File: src/rtl/pcint_pkg.sv
// Shared constants and helpers for the pin-change interrupt controller.
package pcint_pkg;

  localparam int         N_GROUPS_MAX   = 4;
  localparam logic [5:0] PCIFR_ADDR_DEF = 6'h1B;
  localparam logic [7:0] PCICR_ADDR_DEF = 8'h68;
  localparam logic [7:0] PCMSK_BASE_DEF = 8'h6B;

  // Zero every PCICR/PCIFR bit that has no group behind it.
  function automatic logic [7:0] mask_groups(input logic [N_GROUPS_MAX-1:0] bits,
                                             input int n_groups);
    logic [7:0] r;
    r = '0;
    for (int i = 0; i < N_GROUPS_MAX; i++) begin
      if (i < n_groups) r[i] = bits[i];
    end
    return r;
  endfunction

endpackage

File: src/rtl/pcint_group.sv
// One pin-change group: mask register, previous-level capture, any-edge detect, sticky flag.
module pcint_group
  import pcint_pkg::*;
(
  input  logic       cp2,
  input  logic       ireset,
  input  logic [7:0] pins,
  input  logic       msk_we,
  input  logic [7:0] msk_wdata,
  input  logic       flag_clr,
  output logic       change,
  output logic       flag,
  output logic [7:0] msk
);

  logic [7:0] prev_q;

  // prev_q reloads even in reset so the first post-reset cycle sees no edge.
  always_ff @(posedge cp2) begin
    prev_q <= pins;
  end

  assign change = |((pins ^ prev_q) & msk);

  // A new edge outranks a clear in the same cycle so no event is lost.
  always_ff @(posedge cp2) begin
    if (ireset) begin
      msk  <= '0;
      flag <= 1'b0;
    end else begin
      if (msk_we) msk <= msk_wdata;
      if (change)        flag <= 1'b1;
      else if (flag_clr) flag <= 1'b0;
    end
  end

endmodule

File: src/rtl/pcint_ctrl.sv
// Pin-change interrupt controller: PCICR/PCIFR/PCMSKn registers and per-group irq requests.
// Optional PCINT_WAKE_EN adds a combinational pc_wake output for the sleep controller.
module pcint_ctrl
  import pcint_pkg::*;
#(
  parameter int         N_GROUPS      = 4,
  parameter logic [5:0] PCIFR_Address = PCIFR_ADDR_DEF,
  parameter logic [7:0] PCICR_Address = PCICR_ADDR_DEF,
  parameter logic [7:0] PCMSK_Base    = PCMSK_BASE_DEF
) (
  input  logic                  cp2,
  input  logic                  ireset,
  input  logic [5:0]            IO_Addr,
  input  logic                  iore,
  input  logic                  iowe,
  input  logic [7:0]            ram_Addr,
  input  logic                  ramre,
  input  logic                  ramwe,
  input  logic [7:0]            dbus_in,
  output logic [7:0]            dbus_out,
  output logic                  out_en,
  input  logic [8*N_GROUPS-1:0] pin_in,
  output logic [N_GROUPS-1:0]   irq_req,
`ifdef PCINT_WAKE_EN
  output logic [N_GROUPS-1:0]   pc_wake,
`endif
  input  logic [N_GROUPS-1:0]   irq_ack
);

  logic [N_GROUPS-1:0]     pcie;
  logic [N_GROUPS-1:0]     flag;
  logic [N_GROUPS-1:0]     change;
  logic [N_GROUPS-1:0]     msk_we;
  logic [N_GROUPS-1:0]     flag_clr;
  logic [7:0]              msk [N_GROUPS];
  logic [N_GROUPS_MAX-1:0] flag_ext;
  logic [N_GROUPS_MAX-1:0] pcie_ext;
  logic                    pcifr_wr;
  logic                    pcicr_wr;

  assign pcifr_wr = iowe  && (IO_Addr  == PCIFR_Address);
  assign pcicr_wr = ramwe && (ram_Addr == PCICR_Address);

  always_ff @(posedge cp2) begin
    if (ireset)        pcie <= '0;
    else if (pcicr_wr) pcie <= dbus_in[N_GROUPS-1:0];
  end

  for (genvar g = 0; g < N_GROUPS; g++) begin : g_grp
    localparam logic [7:0] MSK_ADDR = PCMSK_Base + 8'(g);

    assign msk_we[g]   = ramwe && (ram_Addr == MSK_ADDR);
    assign flag_clr[g] = (pcifr_wr && dbus_in[g]) || irq_ack[g];

    pcint_group u_grp (
      .cp2       (cp2),
      .ireset    (ireset),
      .pins      (pin_in[8*g +: 8]),
      .msk_we    (msk_we[g]),
      .msk_wdata (dbus_in),
      .flag_clr  (flag_clr[g]),
      .change    (change[g]),
      .flag      (flag[g]),
      .msk       (msk[g])
    );
  end

  assign irq_req = flag & pcie;

`ifdef PCINT_WAKE_EN
  assign pc_wake = change & pcie;
`else
  // change only feeds the flags in this build.
  logic unused_change;
  assign unused_change = ^change;
`endif

  always_comb begin
    flag_ext = '0;
    pcie_ext = '0;
    flag_ext[N_GROUPS-1:0] = flag;
    pcie_ext[N_GROUPS-1:0] = pcie;
  end

  always_comb begin
    dbus_out = '0;
    out_en   = 1'b0;
    if (iore && (IO_Addr == PCIFR_Address)) begin
      out_en   = 1'b1;
      dbus_out = mask_groups(flag_ext, N_GROUPS);
    end else if (ramre && (ram_Addr == PCICR_Address)) begin
      out_en   = 1'b1;
      dbus_out = mask_groups(pcie_ext, N_GROUPS);
    end else begin
      for (int g = 0; g < N_GROUPS; g++) begin
        if (ramre && (ram_Addr == PCMSK_Base + 8'(g))) begin
          out_en   = 1'b1;
          dbus_out = msk[g];
        end
      end
    end
  end

endmodule
File: config.mk
export PLATFORM = sky130hd
export DESIGN_NAME = pcint_ctrl
export DESIGN_NICKNAME = d
export VERILOG_FILES = /design/src/rtl/pcint_pkg.sv /design/src/rtl/pcint_group.sv /design/src/rtl/pcint_ctrl.sv
export SDC_FILE = /design/constraint.sdc
export NUM_CORES = 1
export LEC_CHECK = 0
export BUFFER_PORTS_ARGS = -buffer_cell sky130_fd_sc_hd__clkbuf_2
export CAP_MARGIN = 20
export CORE_MARGIN = 5
export CORE_UTILIZATION = 51
export CTS_CLUSTER_DIAMETER = 40
export DETAILED_ROUTE_END_ITERATION = 8
export MAX_ROUTING_LAYER = met4
export PLACE_DENSITY_LB_ADDON = 0.2
export RECOVER_POWER = 100
export SETUP_SLACK_MARGIN = 0.2
export SYNTH_ARGS = -nofsm -noshare
export SYNTH_HDL_FRONTEND = slang
export SYNTH_SLANG_ARGS = --single-unit
File: constraint.sdc
create_clock -name cp2 -period 2.1 [get_ports cp2]
set_input_delay 0.42 -clock cp2 [delete_from_list [all_inputs] [get_ports cp2]]
set_output_delay 0.42 -clock cp2 [all_outputs]
set_load 0.02 [all_outputs]
==> metrics.txt, run 1 <==
worst rel slew slack 0.637; adder-cell share of the synthesized area 0; skew final ~9.2 ps; wire length per cell between 15 and 20 µm; I/O pin count 77; DRC marker count from the first detailed-route iteration 141; Die Span Y 88.0 µm; via count of the routed design 2,844; top-area cell type share of the netlist area 0.465; area of the core roughly 5900 µm²; Max H-tree Level 3; Area growth, synth to finish 29.4%; Seq/Total Area, Yosys 0.465; Final setup viols 6; DRT antenna net count 0; largest family of logic cells by synthesized area simple AND/OR/NAND/NOR gates; Filler cells 517; Initial Util 0.524; Inst Count DP 493; Compound-Gate Fraction of Synth Area 0.164; worst slew pin tran 544 ps; hold depth 1; Reg2Reg Setup Slack 880 ps; Ant. Diodes 0; largest net degree at the start of global routing 41; EDFF count, synth 0; r2r endpoint g_grp[3].u_grp.flag; DP Wirelength around 6.4 mm; gr usage total 0.236; Final min period 2200 ps; vias in the first global route 2,744; grt met3 use 0.0593; Worst EP arrival 1780 ps; register bit count reported by yosys 72; Simple-Gate Fraction of Synth Area 0.186; Crit path required time 1680 ps; Hold Path Sink g_grp[0].u_grp.prev_q[4]; placed cell areas 3730 µm²; initial antenna violation count 0; CP endpoint kind primary output; Worst VDD drop 485 µV; Final TNS setup -414 ps; first-pass GRT wire length roughly 13 mm; CTS Root Buffer Type clkbuf_8; Worst-path clk slew 80 ps; GR Layer Usage met2 0.373; syn_nets 399; Register-to-Register Path Depth 4; CTS Buf Count 9; DR pass1 iterations 4; Synth cell types 45; critical path type input pin to primary output; clock buffer depth 2; Post-Layout Cell Count just over 500; mux cell area share after synthesis 0.0646; Yosys top cell by area dfxtp_1; Leak 1.69 nW; mapped cell area 3100 µm²; Post-synth top cells dfxtp_1 (72), nand2_1 (38), nor2_1 (30); die area 7740 µm²; gpl congestion 0.910; final worst-path cycle share 1.05; min-delay src pin_in[4]; Setup crit start kind input pin; type of the most critical hold path input pin to register; Hold Vio Cnt, Final 0; most frequent cell after synthesis dfxtp_1; hold_buf cts 0; Die W 88.0 µm; DR DRC count 0; PortBufs between 70 and 80; final wirelength 8.59 mm; failing checks setup timing; Setup WS post-layout -97.1 ps; DR vias/cell 5.52; Sink Count 72; Worst Path Max Fanout 7; Pins Over Slew Limit 0; worst r2r src g_grp[3].u_grp.prev_q[5]; share of cells above drive strength 1 0.239; CTS tree done; Avg Cell Area, Syn 9.26 µm²; post-layout instance area around 4000 µm²; Synth Area in XOR/XNOR 0.0904; max_cap viols 0; ys async rst share 0; Synth Flop Type dfxtp_1; Max Clk Rate 455 MHz; Top Usage Layer GRT met2; RSZ-0062 raised after global routing yes; status complete, but fails checks; Row Count 28; PD cells 674 nW/µm²; total gr overflow 0; synth warn 0; top cells by area, synth dfxtp_1 (46%), xor2_1 (8.2%), mux2i_1 (6.5%), nand2_1 (4.6%), a21oi_1 (3.7%); met1 usage 0.287; Clock Latency Late Sink 340 ps; fin nets around 500; cell count after synthesis around 340
-- flip-flops by register name, summed over array words and instances, names as in the netlist --
signal	flops
g_grp.u_grp.prev_q	32
pcie	4
g_grp.u_grp.flag	4
g_grp.u_grp.msk	32
-- per-stage QoR --
| stage | power, W | hold slack, ps | util | worst slack, ps |
|---|---|---|---|---|
| 6_report | 0.00271 | 212 | 0.678 | -97.1 |
| 5_1_grt | 0.00282 | 197 | 0.678 | -127 |
| 4_1_cts | 0.00272 | 183 | 0.677 | -45.2 |
| 3_5_place_dp | 0.00169 | 453 | 0.630 | -86.8 |
| 3_3_place_gp | 0.00169 | 439 | 0.630 | -71.4 |
| 2_1_floorplan | 0.00156 | 432 | - | 123 |
-- logic make-up after synthesis --
kind of cell,after synthesis
xor+xnor,32
buf+inv,21
compound gates,75
simple gates,115
mux,20
flops,72
-- worst max-delay path by stage --
stage                           start     endpoint
after floorplan           ram_Addr[0]       out_en
after global placement    ram_Addr[0]  dbus_out[0]
after detailed placement  ram_Addr[2]  dbus_out[3]
after CTS                 ram_Addr[7]  dbus_out[3]
after global routing      ram_Addr[4]  dbus_out[3]
final                     ram_Addr[0]  dbus_out[6]
-- routing by layer --
metal / routed length (µm) / part of all wire
met1: 3650 / 0.42
met2: 4000 / 0.46
met3: 715 / 0.083
met4: 231 / 0.027
met5: 0 / 0
-- critical path, cell delays in order --
cell      delay (ps)
buf_2            140
clkbuf_2         190
buf_4            190
nor3_4           190
clkbuf_1         380
nor4_4            90
buf_4            170
-- repair_timing --
action | CTS | global route
endpoints found under the setup margin | 9 | 9
cloned | 0 | 1
resized for setup | 34 | 21
endpoints found under the hold margin | 0 | 0
pin swaps | 6 | 7
setup buffers | 1 | 4
-- power by group --
group          internal, W  switching (W)  total, W  leakage (nW)
Combinational     0.000118       0.000146  0.000264          1.00
Sequential         0.00140      0.0000148   0.00141         0.592
Clock             0.000544       0.000484   0.00103        0.0941
-- cell type report --
| type | count | area (µm²) | share of cell area |
|---|---|---|---|
| Clock buffer | 12 | 135 | 0.0337 |
| Clock inverter | 4 | 45.0 | 0.0112 |
| Inverter | 6 | 22.5 | 0.00561 |
| Multi-Input combinational cell | 242 | 1690 | 0.421 |
| Sequential cell | 72 | 1440 | 0.359 |
| Tap cell | 75 | 93.8 | 0.0234 |
| Timing Repair Buffer | 104 | 587 | 0.146 |
-- placed cells by master, fill, tap and decap left out, types with 4 or more instances in the layout --
master	count
dfxtp_1	72
clkbuf_1	41
nand2_1	38
clkbuf_2	30
xor2_1	29
nor2_1	27
buf_4	26
a21oi_1	23
mux2i_1	20
clkbuf_8	13
nand3_1	10
o21ai_1	8
a221oi_1	8
inv_1	6
a22o_1	6
o21ai_0	4
a22oi_2	4
and2_1	4
a31oi_1	4
No activity file was read; power rests on OpenSTA's default activity.
==> inputs of run 2 (changes only) <==
- BUFFER_PORTS_ARGS: -buffer_cell sky130_fd_sc_hd__clkbuf_2 -> unset
- DONT_BUFFER_PORTS: unset -> 1
- SETUP_SLACK_MARGIN: 0.2 -> 0.15
==> run 2 against run 1 <==
  * The run now ends clean
  * Critical path type unchanged
  * Highest routed layer unchanged
  * Cell count is 17% lower
  * Via count is 12% lower
  * Largest power group unchanged
  * Hold slack worse by 120 ps
  * Final area is 12% lower
  * Sequential power hardly changed
==> metrics.txt, run 2 (same netlist as run 1, synthesis figures left out) <==
clock buffer depth 2 (unchanged); Setup WS post-layout 45.7 ps (was -97.1 ps); Place WS 42.9 ps (was -86.8 ps); biggest regs g_grp.u_grp.msk (32), g_grp.u_grp.prev_q (32) (unchanged); status completed (was complete, but fails checks); PortBufs 0 (was 76); DR DRC count 0 (unchanged); vias in the first global route 2,445 (was 2,744); Max H-tree Level 3 (unchanged); Setup crit start ram_Addr[4] (was ram_Addr[0]); Die Span Y 88.0 µm (unchanged); worst slew pin tran 808 ps (was 544 ps); Die W 88.0 µm (unchanged); via count of the routed design 2,493 (was 2,844); final worst-path cycle share 0.978 (was 1.05); multi-input combinational cell area 1650 µm² (was 1690 µm²); CTS Root Buffer Type clkbuf_8 (unchanged); area of the core 5920 µm² (unchanged); type of the most critical hold path input pin to register (unchanged); Hold Vio Cnt, Final 0 (unchanged); Final setup viols 0 (was 6); Leak 1.40 nW (was 1.69 nW); DR vias/cell 5.82 (was 5.52); largest net degree at the start of global routing 41 (unchanged); die area 7740 µm² (unchanged); gr usage total 0.229 (was 0.236); Crit path required time 1680 ps (about the same); Final min period 2050 ps (was 2200 ps); Final TNS setup 0 ps (was -414 ps); DRT antenna net count 0 (unchanged); Worst Path Max Fanout 8 (was 7); fin nets 412 (was 499); share of cells above drive strength 1 0.159 (was 0.239); I/O pin count 77 (unchanged); CTS tree done (unchanged); skew final 9.29 ps (was 9.19 ps); total gr overflow 0 (unchanged); worst rel slew slack 0.457 (was 0.637); Max Clk Rate 487 MHz (was 455 MHz); RSZ-0062 raised after global routing yes (unchanged); Area growth, synth to finish 14.0% (was 29.4%); Clock Latency Late Sink 350 ps (was 340 ps); initial antenna violation count 0 (unchanged); Pins Over Slew Limit 0 (unchanged); critical path type input pin to primary output (unchanged); min-delay src pin_in[3] (was pin_in[4]); Filler cells 555 (was 517); CP endpoint kind primary output (unchanged); Worst EP arrival 1630 ps (was 1780 ps); Sink Count 72 (unchanged); max_cap viols 0 (unchanged); DRC marker count from the first detailed-route iteration 174 (was 141); first-pass GRT wire length 12.6 mm (was 13.2 mm); gpl congestion 0.908 (was 0.910); Initial Util 0.524 (unchanged); Row Count 28 (unchanged); DP Wirelength 6.04 mm (was 6.38 mm); commonest cells after routing, fill and taps aside dfxtp_1 (66), nand2_1 (39), xor2_1 (29) (was dfxtp_1 (72), clkbuf_1 (41), nand2_1 (38)); Setup crit start kind input pin (unchanged); Register Area 1450 µm² (was 1440 µm²); Ant. Diodes 0 (unchanged); worst r2r src g_grp[0].u_grp.prev_q[6] (was g_grp[3].u_grp.prev_q[5]); PD cells 754 nW/µm² (was 674 nW/µm²); CTS Buf Count 9 (unchanged); Worst-path clk slew 80 ps (about the same); wire length per cell 19.2 µm (was 16.7 µm); DR pass1 iterations 4 (unchanged); Worst VDD drop 554 µV (was 485 µV); final wirelength 8.21 mm (was 8.59 mm); commonest non-fill, non-tap cell in the layout dfxtp_1 (unchanged)
[run 2: changes by cell type in the layout (fill, tap and decap cells not counted), sizes merged]
| cell | previous run | this run |
|---|---|---|
| buf | 29 | 14 |
| clkbuf | 87 | 14 |
| clkinv | 3 | 2 |
| clkinvlp | 0 | 2 |
[run 2: cell type report]
| cell class | count | share of cell area |
|---|---|---|
| clock inverter | 5 | 0.0156 |
| clock buffer | 11 | 0.0428 |
| sequential | 72 | 0.410 |
| multi-input combinational | 242 | 0.465 |
| tap | 75 | 0.0265 |
| inverter | 6 | 0.00637 |
| timing repair buffer | 17 | 0.0333 |
[run 2: repair_timing]
| action | 4_1_cts | 5_1_grt |
|---|---|---|
| setup buffers | 1 | 3 |
| pin swaps | 0 | 4 |
| setup endpoints to repair | 8 | 8 |
| gates resized for setup | 19 | 10 |
| hold buffers | 0 | 0 |
[run 2: per-stage QoR]
step,hold WS (ps),instance area [µm²],utilization,instances,total power [W]
6_report,87.4,3530,0.597,428,0.00266
5_1_grt,65.3,3530,0.597,428,0.00276
3_3_place_gp,432,3280,0.554,408,0.00156
4_1_cts,79.7,3520,0.594,425,0.00268
3_5_place_dp,440,3280,0.554,408,0.00156
2_1_floorplan,432,3170,-,335,0.00156
[run 2: worst paths after layout]
path / to / slack, ps / depth (start not counted)
min: g_grp[0].u_grp.prev_q[3] / 90 / 0
max reg2reg: g_grp[0].u_grp.flag / 850 / 4
min reg2reg: g_grp[1].u_grp.msk[6] / 450 / 2
max: dbus_out[0] / 50 / 5
[run 2: layer usage]
metal	vias up	global-route usage	share of wire
met5	-	-	0
met4	0	0.109	0.028
met3	20	0.0724	0.12
met2	105	0.327	0.45
met1	1152	0.293	0.41
li1	1216	-	-
[run 2: critical path: stages]
cell,delay (ps)
and4bb_2,340
nand3_4,130
a221o_1,300
o311ai_1,100
o221a_1,350
[run 2: power by group]
group / switching (W) / internal, W
combinational: 0.0000571 / 0.0000582
sequential: 0.0000145 / 0.00140
clock: 0.000526 / 0.000609
total: 0.000597 / 0.00207
==> inputs of run 3 (changes only) <==
- CORE_MARGIN: 5 -> unset
- GPL_TIMING_DRIVEN: unset -> 0
- SETUP_SLACK_MARGIN: 0.15 -> unset
==> run 3 against run 2 <==
  * The run now ends with setup timing left
  * Largest power group unchanged
  * Register-to-register slack worse by 20 ps
  * Hold slack got worse by 5.4 ps
  * Highest routed layer unchanged
  * Flip-flop and latch count is the same
  * Die area down 17%
  * Largest cell class unchanged
  * Sequential power about the same
  * Critical endpoint unchanged
  * Fmax decreased by 2.3%
==> metrics.txt, run 3 (same netlist as run 1, synthesis figures left out) <==
status complete, but fails checks (was completed); failing checks setup timing; DP Wirelength 5.72 mm (was 6.04 mm); Sink Count 72 (unchanged); vias in the first global route 2,324 (was 2,445); Worst-path clk slew 70 ps (was 80 ps); Max H-tree Level 3 (unchanged); worst rel slew slack 0.480 (was 0.457); Final TNS setup -3.41 ps (was 0 ps); Comb power frac 0.056 (was 0.043); final worst-path cycle share 1.00 (was 0.978); gpl congestion 0.963 (was 0.908); hold_buf cts 0 (unchanged); DR DRC count 0 (unchanged); total gr overflow 0 (unchanged); switching power 0.000597 W (about the same); initial antenna violation count 0 (unchanged); Pins Over Slew Limit 0 (unchanged); biggest regs g_grp.u_grp.msk (32), g_grp.u_grp.prev_q (32) (unchanged); max_cap viols 0 (unchanged); type of the most critical hold path input pin to register (unchanged); wire length per cell 18.3 µm (was 19.2 µm); Final min period 2100 ps (was 2050 ps); Row Count 28 (unchanged); skew final 3.82 ps (was 9.29 ps); worst r2r src g_grp[3].u_grp.prev_q[5] (was g_grp[0].u_grp.prev_q[6]); die area 6400 µm² (was 7740 µm²); Register-to-Register Path Depth 4 (unchanged); Switching Share 0.223 (was 0.224); clock buffer depth 2 (unchanged); Ant. Diodes 0 (unchanged); Leak 1.44 nW (was 1.40 nW); Initial Util 0.527 (was 0.524); CTS Buf Count 9 (unchanged); hold depth 0 (unchanged); PD cells 751 nW/µm² (was 754 nW/µm²); Worst Path Max Fanout 8 (unchanged); gr usage total 0.272 (was 0.229); DRT antenna net count 0 (unchanged); DR vias/cell 5.90 (was 5.82); post-layout instance area 3560 µm² (was 3530 µm²); final wirelength 7.94 mm (was 8.21 mm); min-delay src pin_in[4] (was pin_in[3]); fin nets 417 (was 412); I/O pin count 77 (unchanged); Seq pwr share 0.529 (was 0.531); commonest non-fill, non-tap cell in the layout dfxtp_1 (unchanged); Crit path required time 1680 ps (about the same); Reg2Reg Setup Slack 830 ps (was 850 ps); largest net degree at the start of global routing 12 (was 41); Area growth, synth to finish 14.7% (was 14.0%); r2r endpoint g_grp[3].u_grp.flag (was g_grp[0].u_grp.flag); area of the core 5890 µm² (was 5920 µm²); DR pass1 iterations 5 (was 4); Die W 80.0 µm (was 88.0 µm); via count of the routed design 2,556 (was 2,493); critical path type input pin to primary output (unchanged); DRC marker count from the first detailed-route iteration 183 (was 174); Worst VDD drop 508 µV (was 554 µV); Final setup viols 1 (was 0); Setup crit start kind input pin (unchanged); CP endpoint kind primary output (unchanged); Die Span Y 80.0 µm (was 88.0 µm); worst slew pin tran 774 ps (was 808 ps); Setup WS post-layout -3.41 ps (was 45.7 ps); clock share of power 0.415 (was 0.426); Worst EP arrival 1680 ps (was 1630 ps); CTS Root Buffer Type clkbuf_8 (unchanged); placed cell areas 3190 µm² (was 3280 µm²); Clock Latency Late Sink 360 ps (was 350 ps); Hold Vio Cnt, Final 0 (unchanged); CTS tree done (unchanged); Hold Path Sink g_grp[0].u_grp.prev_q[4] (was g_grp[0].u_grp.prev_q[3]); Setup crit start ram_Addr[4] (unchanged); share of cells above drive strength 1 0.126 (was 0.159); P_int 0.00207 W (about the same); first-pass GRT wire length 12.1 mm (was 12.6 mm); commonest cells after routing, fill and taps aside dfxtp_1 (72), nand2_1 (38), xor2_1 (29) (was dfxtp_1 (66), nand2_1 (39), xor2_1 (29)); PortBufs 0 (unchanged); Max Clk Rate 475 MHz (was 487 MHz); RSZ-0062 raised after global routing yes (unchanged)
## run 3: changes by cell type in the layout (fill, tap and decap cells not counted), moves of 4 or more
cell,change
buf_4,-7
clkbuf_1,+5
dfxtp_2,-6
o21ai_0,+4
buf_2,+6
dfxtp_1,+6
## run 3: per-stage QoR
step	instances	setup WS, ps	util	total power (W)	hold WS (ps)
2_1_floorplan	335	-129	-	0.00155	432
3_3_place_gp	410	-404	0.543	0.00158	440
3_5_place_dp	410	-404	0.543	0.00158	448
4_1_cts	427	-15.3	0.591	0.00268	73.6
5_1_grt	433	-57.1	0.604	0.00277	61.7
6_report	433	-3.41	0.604	0.00267	82.0
## run 3: per-layer routing
| layer | GRT usage | vias up | wire (µm) |
|---|---|---|---|
| met5 | - | - | 0 |
| met2 | 0.390 | 128 | 3520 |
| li1 | - | 1222 | - |
| met3 | 0.0891 | 21 | 610 |
| met1 | 0.340 | 1185 | 3590 |
| met4 | 0.139 | 0 | 214 |
## run 3: area by class of cell
cell class / count / area, µm²
clock buffer: 13 / 159
fill: 535 / 2330
multi-input combinational: 242 / 1660
tap: 75 / 93.8
buffer: 15 / 83.8
clock inverter: 3 / 40.0
timing repair buffer: 7 / 52.6
sequential: 72 / 1440
inverter: 6 / 22.5
## run 3: what timing repair did
action	CTS	global route
gates resized for setup	17	14
endpoints found under the setup margin	8	8
setup buffers	1	6
pin swaps	4	7
## run 3: critical path, stage by stage
cell and delay [ps]:
and4bb_1 270, buf_6 130, nand3_4 110, a221o_1 290
o311ai_1 100, o221a_1 360
## run 3: power by group through the flow
stage,registers [W],logic [W],clock network (W)
2_1_floorplan,0.00144,0.000107,0
3_3_place_gp,0.00144,0.000131,0
3_5_place_dp,0.00145,0.000132,0
4_1_cts,0.00141,0.000141,0.00112
5_1_grt,0.00142,0.000163,0.00119
6_report,0.00141,0.000149,0.00111
## run 3: worst max path at each step
stage	depth (start not counted)	slack (ps)	endpoint
2_1_floorplan	5	-130	dbus_out[4]
3_3_place_gp	5	-400	dbus_out[5]
3_5_place_dp	5	-400	dbus_out[5]
4_1_cts	6	-20	dbus_out[6]
5_1_grt	6	-60	dbus_out[0]
6_report	6	-3	dbus_out[0]
